### src/rtl/pwm_pkg.sv
// Shared types and constants for the multi-channel PWM scheduler.
package pwm_pkg;

   typedef enum logic [1:0] {
      ST_IDLE = 2'd0,
      ST_RUN  = 2'd1,
      ST_STOP = 2'd2
   } pwm_state_e;

   localparam int unsigned DEF_CNT_W = 4;
   localparam int unsigned DEF_N_CH  = 4;

   // Config address of the period-top register; duty addresses occupy 0..n_ch-1.
   function automatic logic [3:0] addr_top(input int unsigned n_ch);
      return 4'(n_ch);
   endfunction

endpackage

### src/rtl/pwm_prescaler.sv
// Step generator: counts 0..PRESCALE-1 while enabled and flags the last count.
module pwm_prescaler #(
   parameter int unsigned PRESCALE = 1
) (
   input  logic i_clk,
   input  logic i_reset,
   input  logic i_en,
   input  logic i_clr,
   output logic o_step
);

   localparam int unsigned PW = (PRESCALE > 1) ? $clog2(PRESCALE) : 1;
   localparam logic [PW-1:0] MAX = PW'(PRESCALE - 1);

   logic [PW-1:0] r_cnt;
   logic          w_at_max;

   assign w_at_max = (r_cnt == MAX);
   assign o_step   = i_en && !i_clr && w_at_max;

   always_ff @(posedge i_clk) begin
      if (i_reset || i_clr) begin
         r_cnt <= '0;
      end else if (i_en) begin
         r_cnt <= w_at_max ? '0 : r_cnt + PW'(1);
      end
   end

endmodule

### src/rtl/pwm_ctrl.sv
// Multi-channel PWM with a shared up-counter; shadowed config commits on the period wrap.
module pwm_ctrl
   import pwm_pkg::*;
#(
   parameter int unsigned CNT_W    = DEF_CNT_W,
   parameter int unsigned N_CH     = DEF_N_CH,
   parameter int unsigned PRESCALE = 1
) (
   input  logic             clk,
   input  logic             reset,
   input  logic             en,
   input  logic             cfg_valid,
   output logic             cfg_ready,
   input  logic [3:0]       cfg_addr,
   input  logic [CNT_W-1:0] cfg_data,
   output logic             cfg_err,
   output logic [N_CH-1:0]  pwm_out,
   output logic [CNT_W-1:0] cnt,
   output logic             period_tick,
   output logic             busy
);

   localparam logic [3:0] ADDR_TOP = addr_top(N_CH);

   pwm_state_e                  r_state;
   pwm_state_e                  w_state_d;
   logic [CNT_W-1:0]            r_cnt;
   logic [CNT_W-1:0]            w_cnt_d;
   logic [N_CH-1:0][CNT_W-1:0]  r_duty_sh;
   logic [N_CH-1:0][CNT_W-1:0]  r_duty_act;
   logic [N_CH-1:0][CNT_W-1:0]  w_duty_sh_d;
   logic [N_CH-1:0][CNT_W-1:0]  w_duty_act_d;
   logic [CNT_W-1:0]            r_top_sh;
   logic [CNT_W-1:0]            r_top_act;
   logic [CNT_W-1:0]            w_top_sh_d;
   logic [CNT_W-1:0]            w_top_act_d;
   logic [N_CH-1:0]             r_pwm;
   logic [N_CH-1:0]             w_pwm_d;
   logic                        r_cfg_err;
   logic                        r_tick;
   logic                        w_idle;
   logic                        w_step;
   logic                        w_wrap;
   logic                        w_accept;
   logic                        w_addr_duty;
   logic                        w_addr_top;

   assign w_idle      = (r_state == ST_IDLE);
   assign w_wrap      = w_step && (r_cnt == r_top_act);
   // Block writes on the commit cycle so a write can never race the shadow copy.
   assign cfg_ready   = !w_wrap;
   assign w_accept    = cfg_valid && cfg_ready;
   assign w_addr_duty = (cfg_addr < ADDR_TOP);
   assign w_addr_top  = (cfg_addr == ADDR_TOP);

   pwm_prescaler #(
      .PRESCALE(PRESCALE)
   ) u_prescaler (
      .i_clk  (clk),
      .i_reset(reset),
      .i_en   (!w_idle),
      .i_clr  (w_idle),
      .o_step (w_step)
   );

   always_comb begin
      w_state_d = r_state;
      unique case (r_state)
         ST_IDLE: if (en) w_state_d = ST_RUN;
         ST_RUN:  if (!en) w_state_d = ST_STOP;
         ST_STOP: begin
            if (en) begin
               w_state_d = ST_RUN;
            end else if (w_wrap) begin
               w_state_d = ST_IDLE;
            end
         end
         default: w_state_d = ST_IDLE;
      endcase
   end

   always_comb begin
      w_cnt_d = r_cnt;
      if (w_idle || w_wrap) begin
         w_cnt_d = '0;
      end else if (w_step) begin
         w_cnt_d = r_cnt + CNT_W'(1);
      end
   end

   always_comb begin
      w_duty_sh_d  = r_duty_sh;
      w_duty_act_d = r_duty_act;
      w_top_sh_d   = r_top_sh;
      w_top_act_d  = r_top_act;
      if (w_wrap) begin
         w_duty_act_d = r_duty_sh;
         w_top_act_d  = r_top_sh;
      end
      if (w_accept) begin
         for (int i = 0; i < N_CH; i++) begin
            if (w_addr_duty && (cfg_addr == 4'(i))) begin
               w_duty_sh_d[i] = cfg_data;
               if (w_idle) begin
                  w_duty_act_d[i] = cfg_data;
               end
            end
         end
         if (w_addr_top) begin
            w_top_sh_d = cfg_data;
            if (w_idle) begin
               w_top_act_d = cfg_data;
            end
         end
      end
   end

   // Compare against next-state values so the registered output lines up with cnt.
   always_comb begin
      w_pwm_d = '0;
      for (int i = 0; i < N_CH; i++) begin
         w_pwm_d[i] = (w_state_d != ST_IDLE) && (w_cnt_d < w_duty_act_d[i]);
      end
   end

   always_ff @(posedge clk) begin
      if (reset) begin
         r_state    <= ST_IDLE;
         r_cnt      <= '0;
         r_duty_sh  <= '0;
         r_duty_act <= '0;
         r_top_sh   <= '1;
         r_top_act  <= '1;
         r_pwm      <= '0;
         r_cfg_err  <= 1'b0;
         r_tick     <= 1'b0;
      end else begin
         r_state    <= w_state_d;
         r_cnt      <= w_cnt_d;
         r_duty_sh  <= w_duty_sh_d;
         r_duty_act <= w_duty_act_d;
         r_top_sh   <= w_top_sh_d;
         r_top_act  <= w_top_act_d;
         r_pwm      <= w_pwm_d;
         r_cfg_err  <= w_accept && !w_addr_duty && !w_addr_top;
         r_tick     <= w_wrap;
      end
   end

   assign pwm_out     = r_pwm;
   assign cnt         = r_cnt;
   assign cfg_err     = r_cfg_err;
   assign period_tick = r_tick;
   assign busy        = !w_idle;

endmodule

### config.mk
export PLATFORM = sky130hd
export DESIGN_NAME = pwm_ctrl
export DESIGN_NICKNAME = d
export VERILOG_FILES = /design/src/rtl/pwm_pkg.sv /design/src/rtl/pwm_prescaler.sv /design/src/rtl/pwm_ctrl.sv
export SDC_FILE = /design/constraint.sdc
export NUM_CORES = 1
export LEC_CHECK = 0
export BUFFER_PORTS_ARGS = -buffer_cell sky130_fd_sc_hd__buf_2
export CELL_PAD_IN_SITES_DETAIL_PLACEMENT = 0
export CELL_PAD_IN_SITES_GLOBAL_PLACEMENT = 1
export CORE_MARGIN = 2
export CORE_UTILIZATION = 39
export CTS_BUF_LIST = sky130_fd_sc_hd__clkbuf_16
export DETAILED_ROUTE_END_ITERATION = 7
export PLACE_DENSITY = 0.7
export SLEW_MARGIN = 40
export SYNTH_ARGS = -nofsm -noshare
export SYNTH_HDL_FRONTEND = slang
export SYNTH_SLANG_ARGS = --single-unit
### constraint.sdc
create_clock -name clk -period 4.1 [get_ports clk]
set_input_delay 0.82 -clock clk [delete_from_list [all_inputs] [get_ports clk]]
set_output_delay 0.82 -clock clk [all_outputs]
set_load 0.005 [all_outputs]
* Yosys cells after proc, flatten, opt, wreduce, memory -nomap -nowiden
Index checks and enable logic that the tools add are counted.
** Storage, ports and cells
- Register bits after elaboration :: 53
- Input bits :: 12
** Cells by class
- Add/subtract/negate cells :: 2
- Order comparisons :: 5
- Eq/ne operators :: 7
- Mux-type cells :: 22
- Bitwise operators :: 1
- Reduce and logical (&&, ||, !) cells :: 27
** Operators by type and width (number)
- 4-bit two-way mux :: 14
- 16-bit two-way mux :: 2
- 4-bit less-than comparator :: 4
- 1-bit logical AND :: 13
- 2-bit AND reduction :: 5
- 4-bit by 2-bit equality test with 1-bit output, second input constant :: 2
- 2-bit two-way mux :: 4
- 2-bit one-hot mux with 3 select lines :: 1
- 4-bit by 1-bit adder with 4-bit output, second input constant :: 1
- 4-bit by 1-bit equality test with 1-bit output, second input constant :: 1
- 4-bit by 3-bit equality test with 1-bit output, second input constant :: 1
- 4-bit equality test :: 1
- 1-bit logical NOT :: 4
- 4-bit logical NOT :: 1
- 4-bit by 3-bit less-than comparator with 1-bit output, second input constant :: 1
- 2-bit by 1-bit equality test with 1-bit output, second input constant :: 1
- 2-bit equality test, second input constant :: 1
- 2-bit logical NOT :: 1
- 1-bit logical OR :: 2
- 2-bit nonzero test :: 1
- 1-bit adder, second input constant :: 1
- 1-bit two-way mux :: 1
- 1-bit inverter :: 1

* Logic depth before layout (Yosys ltp)
Gate-level depths: netlist (run 1).
- Word-level depth :: 10
- Mapped depth :: 14
- Mapped depth without buffers :: 12

* Cells and area by module
Synthesis (run 1) repeated with hierarchy kept, for this count alone.
** Second synthesis, totals
- Cells, all modules :: 300
- Area, all modules :: 2723.9 sq um
** Modules (own cells, without submodules)
- pwm_ctrl :: times used 1, cells each 299, area an instance 2710.1 sq um, seq. area each 1041.0 sq um
- pwm_prescaler :: times used 1, cells each 1, area an instance 13.8 sq um, seq. area each 0.0 sq um

* Worst setup path before layout (run 1)
OpenSTA, ideal clock, no wires.
- Kind :: input to register
- From :: input cfg_addr[2]
- To :: register r_pwm[0] (netlist: pwm_out[0])
- Setup time :: 0.070 ns
- Arrival :: 2.702 ns
- Data required time :: 4.030 ns
- Setup slack :: 1.328 ns
- Cell stages on the path :: 10
- Buffers on the path :: 1
- Path through :: nor3b_1 > buf_2 > nand3_1 > a31o_1 > ha_1 > a21oi_1 > o21a_1 > a31oi_1 > a211o_1 > o21bai_1
** On the way
- Word-level cells in the longest chain between the ends :: 6
- Elaborated cells on any way between the ends :: 7
- Those cells by class :: 2 x order compare; 2 x mux; 3 x reduce/logical
** RTL lines
- from (decl) :: line pwm_ctrl.sv:14 : input logic [3:0] cfg_addr,
- 4-bit by 3-bit less-than comparator with 1-bit output or 4-bit logical NOT (tied branches) :: line pwm_ctrl.sv:53, pwm_ctrl.sv:102
- 1-bit logical AND (*) :: line pwm_ctrl.sv:102 : if (w_addr_duty && (cfg_addr == 4'(i))) begin
- 4-bit two-way mux (*) :: line pwm_ctrl.sv:102
- 16-bit two-way mux (*) :: line pwm_ctrl.sv:100 : if (w_accept) begin
- 4-bit less-than comparator (*) :: line pwm_ctrl.sv:122 : w_pwm_d[i] = (w_state_d != ST_IDLE) && (w_cnt_d < w_duty_act_d[i]);
- 1-bit logical AND (*) :: line pwm_ctrl.sv:122
- to (signal assigned) :: line pwm_ctrl.sv:144 : r_pwm <= w_pwm_d;
- to (decl) :: line pwm_ctrl.sv:37 : logic [N_CH-1:0] r_pwm;
Every way passes the cells marked *; elsewhere a longest branch is shown, timed or not.
A chain may end at the register's enable or synchronous reset.

* Worst setup path in the final report (run 1)
- From :: register r_cnt[0] (netlist: cnt[0])
- To :: register r_pwm[1] (netlist: pwm_out[1])
** On the way
- Word-level cells in the longest chain between the ends :: 8
- Elaborated cells on any way between the ends :: 18
- Those cells by class :: 1 x add/sub; 1 x order compare; 1 x eq/ne; 9 x mux; 6 x reduce/logical
** RTL lines
- from (decl) :: line pwm_ctrl.sv:27 : logic [CNT_W-1:0] r_cnt;
- from (signal assigned) :: line pwm_ctrl.sv:139 : r_cnt <= w_cnt_d;
- 4-bit equality test :: line pwm_ctrl.sv:49 : assign w_wrap = w_step && (r_cnt == r_top_act);
- 1-bit logical AND :: line pwm_ctrl.sv:49
- 16-bit two-way mux :: line pwm_ctrl.sv:96 : if (w_wrap) begin
- 4-bit two-way mux :: line pwm_ctrl.sv:104 : if (w_idle) begin
- 4-bit two-way mux :: line pwm_ctrl.sv:102
- 16-bit two-way mux :: line pwm_ctrl.sv:100
- 4-bit less-than comparator :: line pwm_ctrl.sv:122
- 1-bit logical AND (*) :: line pwm_ctrl.sv:122
Marks and branches as above.

==> impl_metrics.env, run 1 <==
export IMPL_status="completed"
export IMPL_worstPathArrival_ns=3.43
export IMPL_ctsHoldBuffers=0
export IMPL_initial_core_util_pct=40.8
export IMPL_root_buffer="clkbuf_16"
export IMPL_criticalPathCategory="reg2reg"
export IMPL_drtIter0Drc=112
export IMPL_syn_instance_count=297
export IMPL_grt_overflow=0
export IMPL_fin_crit_ns=3.21
export IMPL_nets=338
export IMPL_coreArea_mm2=0.00687
export IMPL_portBuffers=23
export IMPL_grt_pass1_wl_mm=11.3
export IMPL_drt_total_wl_mm=6.94
export IMPL_setup_viol=0
export IMPL_worstMarginPinSlew_ns=0.572
export IMPL_synth_edf_count=0
export IMPL_cp_cell_sequence="xnor2_4, nand4_4, nor2_2, inv_2, mux2_4, o22ai_1, ha_1, a21oi_1, nand2_1, o21ai_0, o211ai_1, o21ai_1"
export IMPL_ant_nets=0
export IMPL_clk_pin_slew_worst_paths_ns=0.07
export IMPL_n_antenna_cell=0
export IMPL_htree_levels=2
export IMPL_fin_util_pct=45.5
export IMPL_crit_family="compound AO/OA/AOI/OAI gates"
export IMPL_io_pins=24
export IMPL_cts_setup_buffers=0
export IMPL_yosys_register_bits=52
export IMPL_path_max_fanout=20
export IMPL_grt_pass1_vias=2081
export IMPL_finalClockSkew_ns=0.00752
export IMPL_post_drt_wl_per_cell_um=16.9
export IMPL_worstSkewPairLatency_ns=0.30
export IMPL_timing_hold_violations_final=0
export IMPL_slew_violations=0
export IMPL_max_stage_delay_ns=0.62
export IMPL_gp_congestion=0.759
export IMPL_grt_util_all_layers_pct=19.1
export IMPL_cts_resized_gates=0
export IMPL_slew_headroom_pct=61.8
export IMPL_vias_per_cell=5.38
export IMPL_yosys_warnings=0
export IMPL_synth_area_mm2=0.00280
export IMPL_route_detailed_drc=0
export IMPL_fill_cells=673
export IMPL_finalPower_uw=1050
export IMPL_vias=2207
export IMPL_total_leakage_power_uw=0.00135
export IMPL_power_density_mw_per_mm2=335
export IMPL_design_die_area_mm2=0.00788
export IMPL_drive_above_1_share_pct=17.8
export IMPL_area_growth_pct=11.5
export IMPL_dp_hpwl_mm=4.99
export IMPL_period_share_pct=78.3
export IMPL_syn_area_per_cell_um2=9.44
export IMPL_tritoncts_num_buffers=5
export IMPL_grt_start_max_net_pins=48
export IMPL_crit_path_top_delay_cell="dfxtp_1"
export IMPL_synth_flop_cell="dfxtp_1"
export IMPL_endpoint_kind="flip-flop"
export IMPL_ir_drop_v=0.000138
export IMPL_cap_violations=0
export IMPL_max_freq_ghz=0.311
export IMPL_drt_pass1_iter_count=4
export IMPL_die_h_um=88.8
export IMPL_rsz0062_at_grt="false"
export IMPL_cts_buffer_depth=2
export IMPL_cts_tree="yes"
export IMPL_num_rows=30
export IMPL_worstPathRequired_ns=4.32
export IMPL_timing_setup_tns_ns=0
export IMPL_ys_seq_area_share_pct=37.1
export IMPL_clock_sinks=52
export IMPL_die_width_um=88.8
export IMPL_synth_cell_types=56
export IMPL_path_buf_inv=1
export IMPL_async_reset_ff_share_pct=0
export IMPL_hp_class="reg2reg"
export IMPL_antenna_found_initial=0
export IMPL_cp_start_kind="flip-flop"
export IMPL_postSynthNetCount=322
==> cells by family after synthesis <==
kind of cell	synth area share, %
muxes	9.82
DFF	37.1
buffers and inverters	4.87
and+or+nand+nor	18.0
xor gates and xnor gates	3.08
adders and majority gates	5.80
AOI/OAI and AO/OA	21.3
==> path summary, 6_finish.rpt <==
path                            start                 endpoint  slack (ns)  depth (start not counted)
max                 cnt[0]$_SDFF_PP0_    pwm_out[1]$_SDFF_PP0_        0.89                         12
min reg2reg  r_top_sh[1]$_SDFFE_PP1P_  r_top_act[1]$_SDFF_PP1_        0.48                          2
max reg2reg         cnt[0]$_SDFF_PP0_    pwm_out[1]$_SDFF_PP0_        0.89                         12
min          r_top_sh[1]$_SDFFE_PP1P_  r_top_act[1]$_SDFF_PP1_        0.48                          2
==> where the power goes <==
group | total, µW | internal, µW | switching, µW
Combinational | 99.6 | 36.1 | 63.5
Sequential | 521 | 514 | 7.05
Clock | 427 | 229 | 198
==> stage by stage <==
step                hold WS, ns  cell area (µm²)  setup WS [ns]  cells
finish                    0.480             3120          0.889    410
global route              0.524             3120          0.601    410
CTS                       0.484             3120          0.881    410
detailed placement        0.468             2980          0.906    402
global placement          0.465             2980          0.934    402
floorplan                 0.441             2800           1.33    297
==> area by class of cell <==
type | count | area [µm²] | area share [%]
Clock inverter | 3 | 22.5 | 0.721
Sequential cell | 52 | 1040 | 33.3
Timing Repair Buffer | 28 | 153 | 4.89
Multi-Input combinational cell | 218 | 1630 | 52.3
Inverter | 8 | 30.0 | 0.961
Clock buffer | 5 | 125 | 4.00
Tap cell | 96 | 120 | 3.84
==> state kept, by name (all words and copies together), names as in the netlist, 2 cells and up <==
register,cells
r_duty_act,16
r_duty_sh,16
cnt,4
pwm_out,4
r_top_act,4
r_top_sh,4
r_state,2
==> cell usage in the layout (no fill, tap or decap), types with 3 or more instances in the layout <==
master / synthesis / final
a211o_1: 5 / 5
a211oi_1: 3 / 3
a21oi_1: 4 / 4
a31oi_1: 7 / 7
buf_2: 4 / 23
buf_4: 2 / 5
clkbuf_16: 0 / 5
dfxtp_1: 52 / 52
ha_1: 13 / 13
inv_1: 6 / 6
mux2i_1: 26 / 26
nand2_1: 24 / 24
nand3_1: 4 / 4
nand4_1: 4 / 4
nor2_1: 35 / 34
nor2_2: 2 / 3
nor2b_1: 8 / 8
nor3_1: 9 / 9
nor3b_1: 5 / 4
o211a_1: 3 / 3
o211ai_1: 3 / 3
o21ai_0: 9 / 9
o21ai_1: 4 / 4
o22a_1: 7 / 7
o32ai_1: 7 / 7
==> routing by layer <==
metal  global-route usage [%]  wire length, µm
met1                     26.4             3360
met2                     31.3             3340
met3                     3.17              172
met4                     4.55               59
met5                        0                0
==> worst reg2reg max path: cells and delay by family, from the launching register on <==
kind	cells	cell delay, ns
adders and majority gates	1	0.27
AOI/OAI and AO/OA	5	0.84
DFF	1	0.62
xor gates and xnor gates	1	0.18
and+or+nand+nor	3	0.60
muxes	1	0.39
buffers and inverters	1	0.24
==> cells in the mapped netlist (6+ instances only) <==
cell	count	area (µm²)
a31oi_1	7	43.8
clkbuf_1	9	33.8
dfxtp_1	52	1040
ha_1	13	163
inv_1	6	22.5
mux2i_1	26	260
nand2_1	24	90.1
nor2_1	35	131
nor2b_1	8	50.1
nor3_1	9	45.0
o21ai_0	9	45.0
o22a_1	7	61.3
o32ai_1	7	61.3
(Power assumes the default switching activity.)
==> inputs of run 2 (changes only) <==
- PLACE_DENSITY: 0.7 -> 0.73
- clock period: 4.1 -> 2.8 ns (I/O delays scaled with it)
==> impl_metrics.env, run 2 (synthesis results as in run 1) <==
export IMPL_final_cells=422
export IMPL_max_stage_delay_ns=0.41
export IMPL_ctsHoldBuffers=0
export IMPL_vias_per_cell=5.41
export IMPL_n_antenna_cell=0
export IMPL_root_buffer="clkbuf_16"
export IMPL_clk_pin_slew_worst_paths_ns=0.07
export IMPL_cp_start_kind="flip-flop"
export IMPL_vias=2282
export IMPL_worstSkewPairLatency_ns=0.29
export IMPL_htree_levels=2
export IMPL_slew_headroom_pct=62.9
export IMPL_drtIter0Drc=80
export IMPL_cts_setup_buffers=0
export IMPL_reg2reg_depth=13
export IMPL_clock_sinks=52
export IMPL_grt_overflow=0
export IMPL_grt_pass1_wl_mm=11.3
export IMPL_die_width_um=88.8
export IMPL_worstMarginPinSlew_ns=0.555
export IMPL_drive_above_1_share_pct=22.1
export IMPL_max_freq_ghz=0.391
export IMPL_dp_cells=414
export IMPL_cp_cell_sequence="xnor2_2, nand4_4, nor2_2, inv_2, buf_4, mux2i_1, a21o_1, ha_1, a21oi_1, o21a_1, a31oi_1, a211o_1, o21bai_1"
export IMPL_finalClockSkew_ns=0.00617
export IMPL_ir_drop_v=0.000255
export IMPL_power_density_mw_per_mm2=493
export IMPL_drt_pass1_iter_count=4
export IMPL_rr_startpoint="cnt[3]$_SDFF_PP0_"
export IMPL_die_h_um=88.8
export IMPL_nets=350
export IMPL_grt_start_max_net_pins=46
export IMPL_largestRegisters="r_duty_act: 16 flops, r_duty_sh: 16 flops"
export IMPL_hp_start="r_top_sh[2]$_SDFFE_PP1P_"
export IMPL_fin_crit_ns=2.56
export IMPL_crit_path_top_delay_cell="dfxtp_1"
export IMPL_io_pins=24
export IMPL_layout_commonest_cell="dfxtp_1"
export IMPL_gp_congestion=0.806
export IMPL_grt_util_all_layers_pct=18.8
export IMPL_drt_total_wl_mm=6.70
export IMPL_timing_hold_violations_final=0
export IMPL_tritoncts_num_buffers=5
export IMPL_num_rows=30
export IMPL_cap_violations=0
export IMPL_worstPathArrival_ns=2.78
export IMPL_post_drt_wl_per_cell_um=15.9
export IMPL_dp_hpwl_mm=4.99
export IMPL_portBuffers=23
export IMPL_final_cell_mix="dfxtp_1, nor2_1, mux2i_1, nand2_1, buf_2"
export IMPL_cts_buffer_depth=2
export IMPL_period_share_pct=91.3
export IMPL_setup_viol=0
export IMPL_coreArea_mm2=0.00687
export IMPL_path_max_fanout=9
export IMPL_whs_path_depth=2
export IMPL_antenna_found_initial=0
export IMPL_r2r_slack_ns=0.24
export IMPL_slew_violations=0
export IMPL_hold_end="r_top_act[2]$_SDFF_PP1_"
export IMPL_worstPathRequired_ns=3.02
export IMPL_path_buf_inv=2
export IMPL_total_leakage_power_uw=0.00142
export IMPL_grt_pass1_vias=2252
export IMPL_status="completed"
export IMPL_cts_tree="yes"
export IMPL_ant_nets=0
export IMPL_fin_util_pct=47.4
export IMPL_hp_class="reg2reg"
export IMPL_initial_core_util_pct=40.8
export IMPL_design_die_area_mm2=0.00788
export IMPL_worstReg2RegEnd="pwm_out[0]$_SDFF_PP0_"
export IMPL_endpoint_kind="flip-flop"
export IMPL_criticalPathCategory="reg2reg"
export IMPL_crit_family="compound AO/OA/AOI/OAI gates"
export IMPL_area_growth_pct=16.1
export IMPL_route_detailed_drc=0
==> run 2: changes by cell type in the layout (fill, tap and decap cells not counted), sizes merged <==
cell    change
bufinv      +1
inv         -1
buf        +12
==> run 2: repair_timing <==
item	in CTS	in global routing
endpoints found under the hold margin	0	0
setup endpoints to repair	0	4
gates resized for setup	0	7
==> run 2: power by group <==
| group | total, µW | switching (µW) | internal, µW | leakage, µW |
|---|---|---|---|---|
| registers | 762 | 8.63 | 753 | 0.000421 |
| logic | 155 | 95.3 | 59.2 | 0.000919 |
| clock network | 687 | 271 | 416 | 0.0000789 |
| total | 1600 | 375 | 1230 | 0.00142 |
==> run 2: worst max-delay path by stage <==
stage                                       start                     to  slack, ns  depth (start not counted)
after CTS                 r_top_act[1]$_SDFF_PP1_  pwm_out[0]$_SDFF_PP0_       0.17                         13
after global placement                cfg_addr[2]  pwm_out[3]$_SDFF_PP0_       0.12                         12
after global routing            cnt[3]$_SDFF_PP0_  pwm_out[0]$_SDFF_PP0_     -0.002                         13
after detailed placement              cfg_addr[2]  pwm_out[3]$_SDFF_PP0_       0.05                         12
after floorplan                 cnt[0]$_SDFF_PP0_  pwm_out[0]$_SDFF_PP0_       0.26                         13
final                           cnt[3]$_SDFF_PP0_  pwm_out[0]$_SDFF_PP0_       0.24                         13
==> run 2: area by class of cell <==
cell class / instances / area (µm²)
Timing Repair Buffer: 40 / 243
Fill cell: 663 / 3610
Tap cell: 96 / 120
Multi-Input combinational cell: 218 / 1650
Sequential cell: 52 / 1050
Inverter: 8 / 30.0
Clock inverter: 3 / 37.5
Clock buffer: 5 / 125
==> run 2: per-layer routing <==
| metal | global-route usage [%] | vias up | routed length [µm] |
|---|---|---|---|
| met5 | 0 | - | 0 |
| met4 | 3.58 | 0 | 70 |
| met3 | 4.29 | 7 | 213 |
| met2 | 31.0 | 30 | 3150 |
| met1 | 25.4 | 1097 | 3260 |
| li1 | - | 1148 | - |
==> run 2: worst min-delay path: stages, from the launching register on <==
cell and delay, ns:
dfxtp_1 0.31, nand2_1 0.05, a31oi_1 0.07
==> run 2: metrics by stage <==
stage | setup TNS (ns) | setup slack [ns] | hold slack [ns] | instance area (µm²) | total power (µW)
after floorplan | 0 | 0.264 | 0.441 | 2800 | 884
after global placement | 0 | 0.120 | 0.467 | 3070 | 931
after detailed placement | 0 | 0.0475 | 0.468 | 3070 | 933
after CTS | 0 | 0.173 | 0.469 | 3230 | 1620
after global routing | -0.00205 | -0.00205 | 0.480 | 3250 | 1670
final | 0 | 0.244 | 0.470 | 3250 | 1600
==> inputs of run 3 (changes only) <==
- BUFFER_PORTS_ARGS: -buffer_cell sky130_fd_sc_hd__buf_2 -> default
- DONT_BUFFER_PORTS: default -> 1
- PLACE_DENSITY: 0.73 -> 0.69
==> impl_metrics.env, run 3 (synthesis results as in run 1) <==
export IMPL_status="completed"
export IMPL_largestRegisters="r_duty_act: 16 flops, r_duty_sh: 16 flops"
export IMPL_clk_pin_slew_worst_paths_ns=0.07
export IMPL_drt_pass1_iter_count=4
export IMPL_cp_start_kind="flip-flop"
export IMPL_antenna_found_initial=0
export IMPL_io_pins=24
export IMPL_timing_hold_violations_final=0
export IMPL_grt_overflow=0
export IMPL_vias=2251
export IMPL_root_buffer="clkbuf_16"
export IMPL_worstMarginPinSlew_ns=0.599
export IMPL_path_max_fanout=10
export IMPL_portBuffers=0
export IMPL_slew_headroom_pct=60.0
export IMPL_worstSkewPairLatency_ns=0.29
export IMPL_htree_levels=2
export IMPL_drtIter0Drc=138
export IMPL_route_detailed_drc=0
export IMPL_dp_hpwl_mm=5.13
export IMPL_worstPathArrival_ns=2.80
export IMPL_cap_violations=0
export IMPL_timing_setup_tns_ns=0
export IMPL_tritoncts_num_buffers=5
export IMPL_final_cell_mix="dfxtp_1, nor2_1, mux2i_1, nand2_1, buf_4"
export IMPL_ant_nets=0
export IMPL_n_antenna_cell=0
export IMPL_ir_drop_v=0.000294
export IMPL_ctsHoldBuffers=0
export IMPL_num_rows=30
export IMPL_design_die_area_mm2=0.00788
export IMPL_fill_cells=672
export IMPL_grt_start_max_net_pins=55
export IMPL_rsz0062_at_grt="false"
export IMPL_worstPathRequired_ns=3.02
export IMPL_cts_tree="yes"
export IMPL_post_drt_wl_per_cell_um=17.6
export IMPL_power_density_mw_per_mm2=497
export IMPL_total_leakage_power_uw=0.00133
export IMPL_hp_class="in2reg"
export IMPL_max_freq_ghz=0.388
export IMPL_die_h_um=88.8
export IMPL_coreArea_mm2=0.00687
export IMPL_slew_violations=0
export IMPL_initial_core_util_pct=40.8
export IMPL_vias_per_cell=5.59
export IMPL_criticalPathCategory="reg2reg"
export IMPL_setup_viol=0
export IMPL_finalClockSkew_ns=0.00334
export IMPL_drt_total_wl_mm=7.09
export IMPL_clock_sinks=52
export IMPL_endpoint_kind="flip-flop"
export IMPL_gp_congestion=0.823
export IMPL_grt_util_all_layers_pct=19.5
export IMPL_fin_crit_ns=2.58
export IMPL_cts_buffer_depth=2
export IMPL_drive_above_1_share_pct=16.9
export IMPL_grt_pass1_vias=2218
export IMPL_grt_pass1_wl_mm=11.7
export IMPL_period_share_pct=92.0
export IMPL_die_width_um=88.8
export IMPL_area_growth_pct=12.8
export IMPL_nets=331
export IMPL_fin_util_pct=46.0
export IMPL_r2r_slack_ns=0.22
export IMPL_layout_commonest_cell="dfxtp_1"
run 3: cell count changes in the layout (fill, tap and decap cells not counted), sizes merged:
cell | previous run | this run
buf | 40 | 21
run 3: final cells by class:
class                      instances  area (µm²)  area share (%)
inverter                           8        30.0           0.950
sequential                        52        1040            33.1
clock inverter                     3        42.5            1.35
timing repair buffer              21         158            4.99
tap                               96         120            3.80
multi-input combinational        218        1640            51.9
clock buffer                       5         125            3.96
run 3: critical path, cell delays in order (launching register included):
cell      delay, ns
dfxtp_1        0.34
xnor2_2        0.23
nand4_4        0.19
nor2_2         0.16
buf_4          0.21
nand2_1        0.09
a31o_1         0.21
ha_1           0.28
a21oi_1        0.20
o21a_1         0.14
a31oi_1        0.05
a211o_1        0.30
o21bai_1       0.11
run 3: timing repair:
item / 4_1_cts / 5_1_grt
buffers inserted: 0 / 3
endpoints found under the setup margin: 0 / 4
resized for setup: 0 / 7
run 3: metal layers:
metal / part of all wire (%) / track usage [%] / vias up
met5: 0 / 0 / -
met4: 1.0 / 5.10 / 0
met3: 3.9 / 4.01 / 7
met2: 47 / 31.4 / 37
met1: 48 / 26.7 / 1093
li1: - / - / 1114
run 3: final timing paths:
kind,from,endpoint,cells past startpoint
setup / recovery,r_top_act[3]$_SDFF_PP1_,pwm_out[0]$_SDFF_PP0_,12
hold / removal,en,r_state[1]$_SDFF_PP0_,1
setup reg to reg,r_top_act[3]$_SDFF_PP1_,pwm_out[0]$_SDFF_PP0_,12
hold reg to reg,r_top_sh[0]$_SDFFE_PP1P_,r_top_act[0]$_SDFF_PP1_,2
run 3: stage by stage:
step	instance area, µm²	cells	setup slack, ns	hold slack, ns	power, µW
global route	3160	403	0.00453	0.329	1620
global placement	2960	392	0.232	0.475	892
finish	3160	403	0.223	0.336	1570
CTS	3130	400	0.108	0.333	1590
floorplan	2800	297	0.264	0.441	884
detailed placement	2960	392	0.125	0.485	893
run 3: report_power, final:
group	switching [µW]	internal, µW
clock	273	420
combinational	65.6	49.3
sequential	9.59	753
total	348	1220
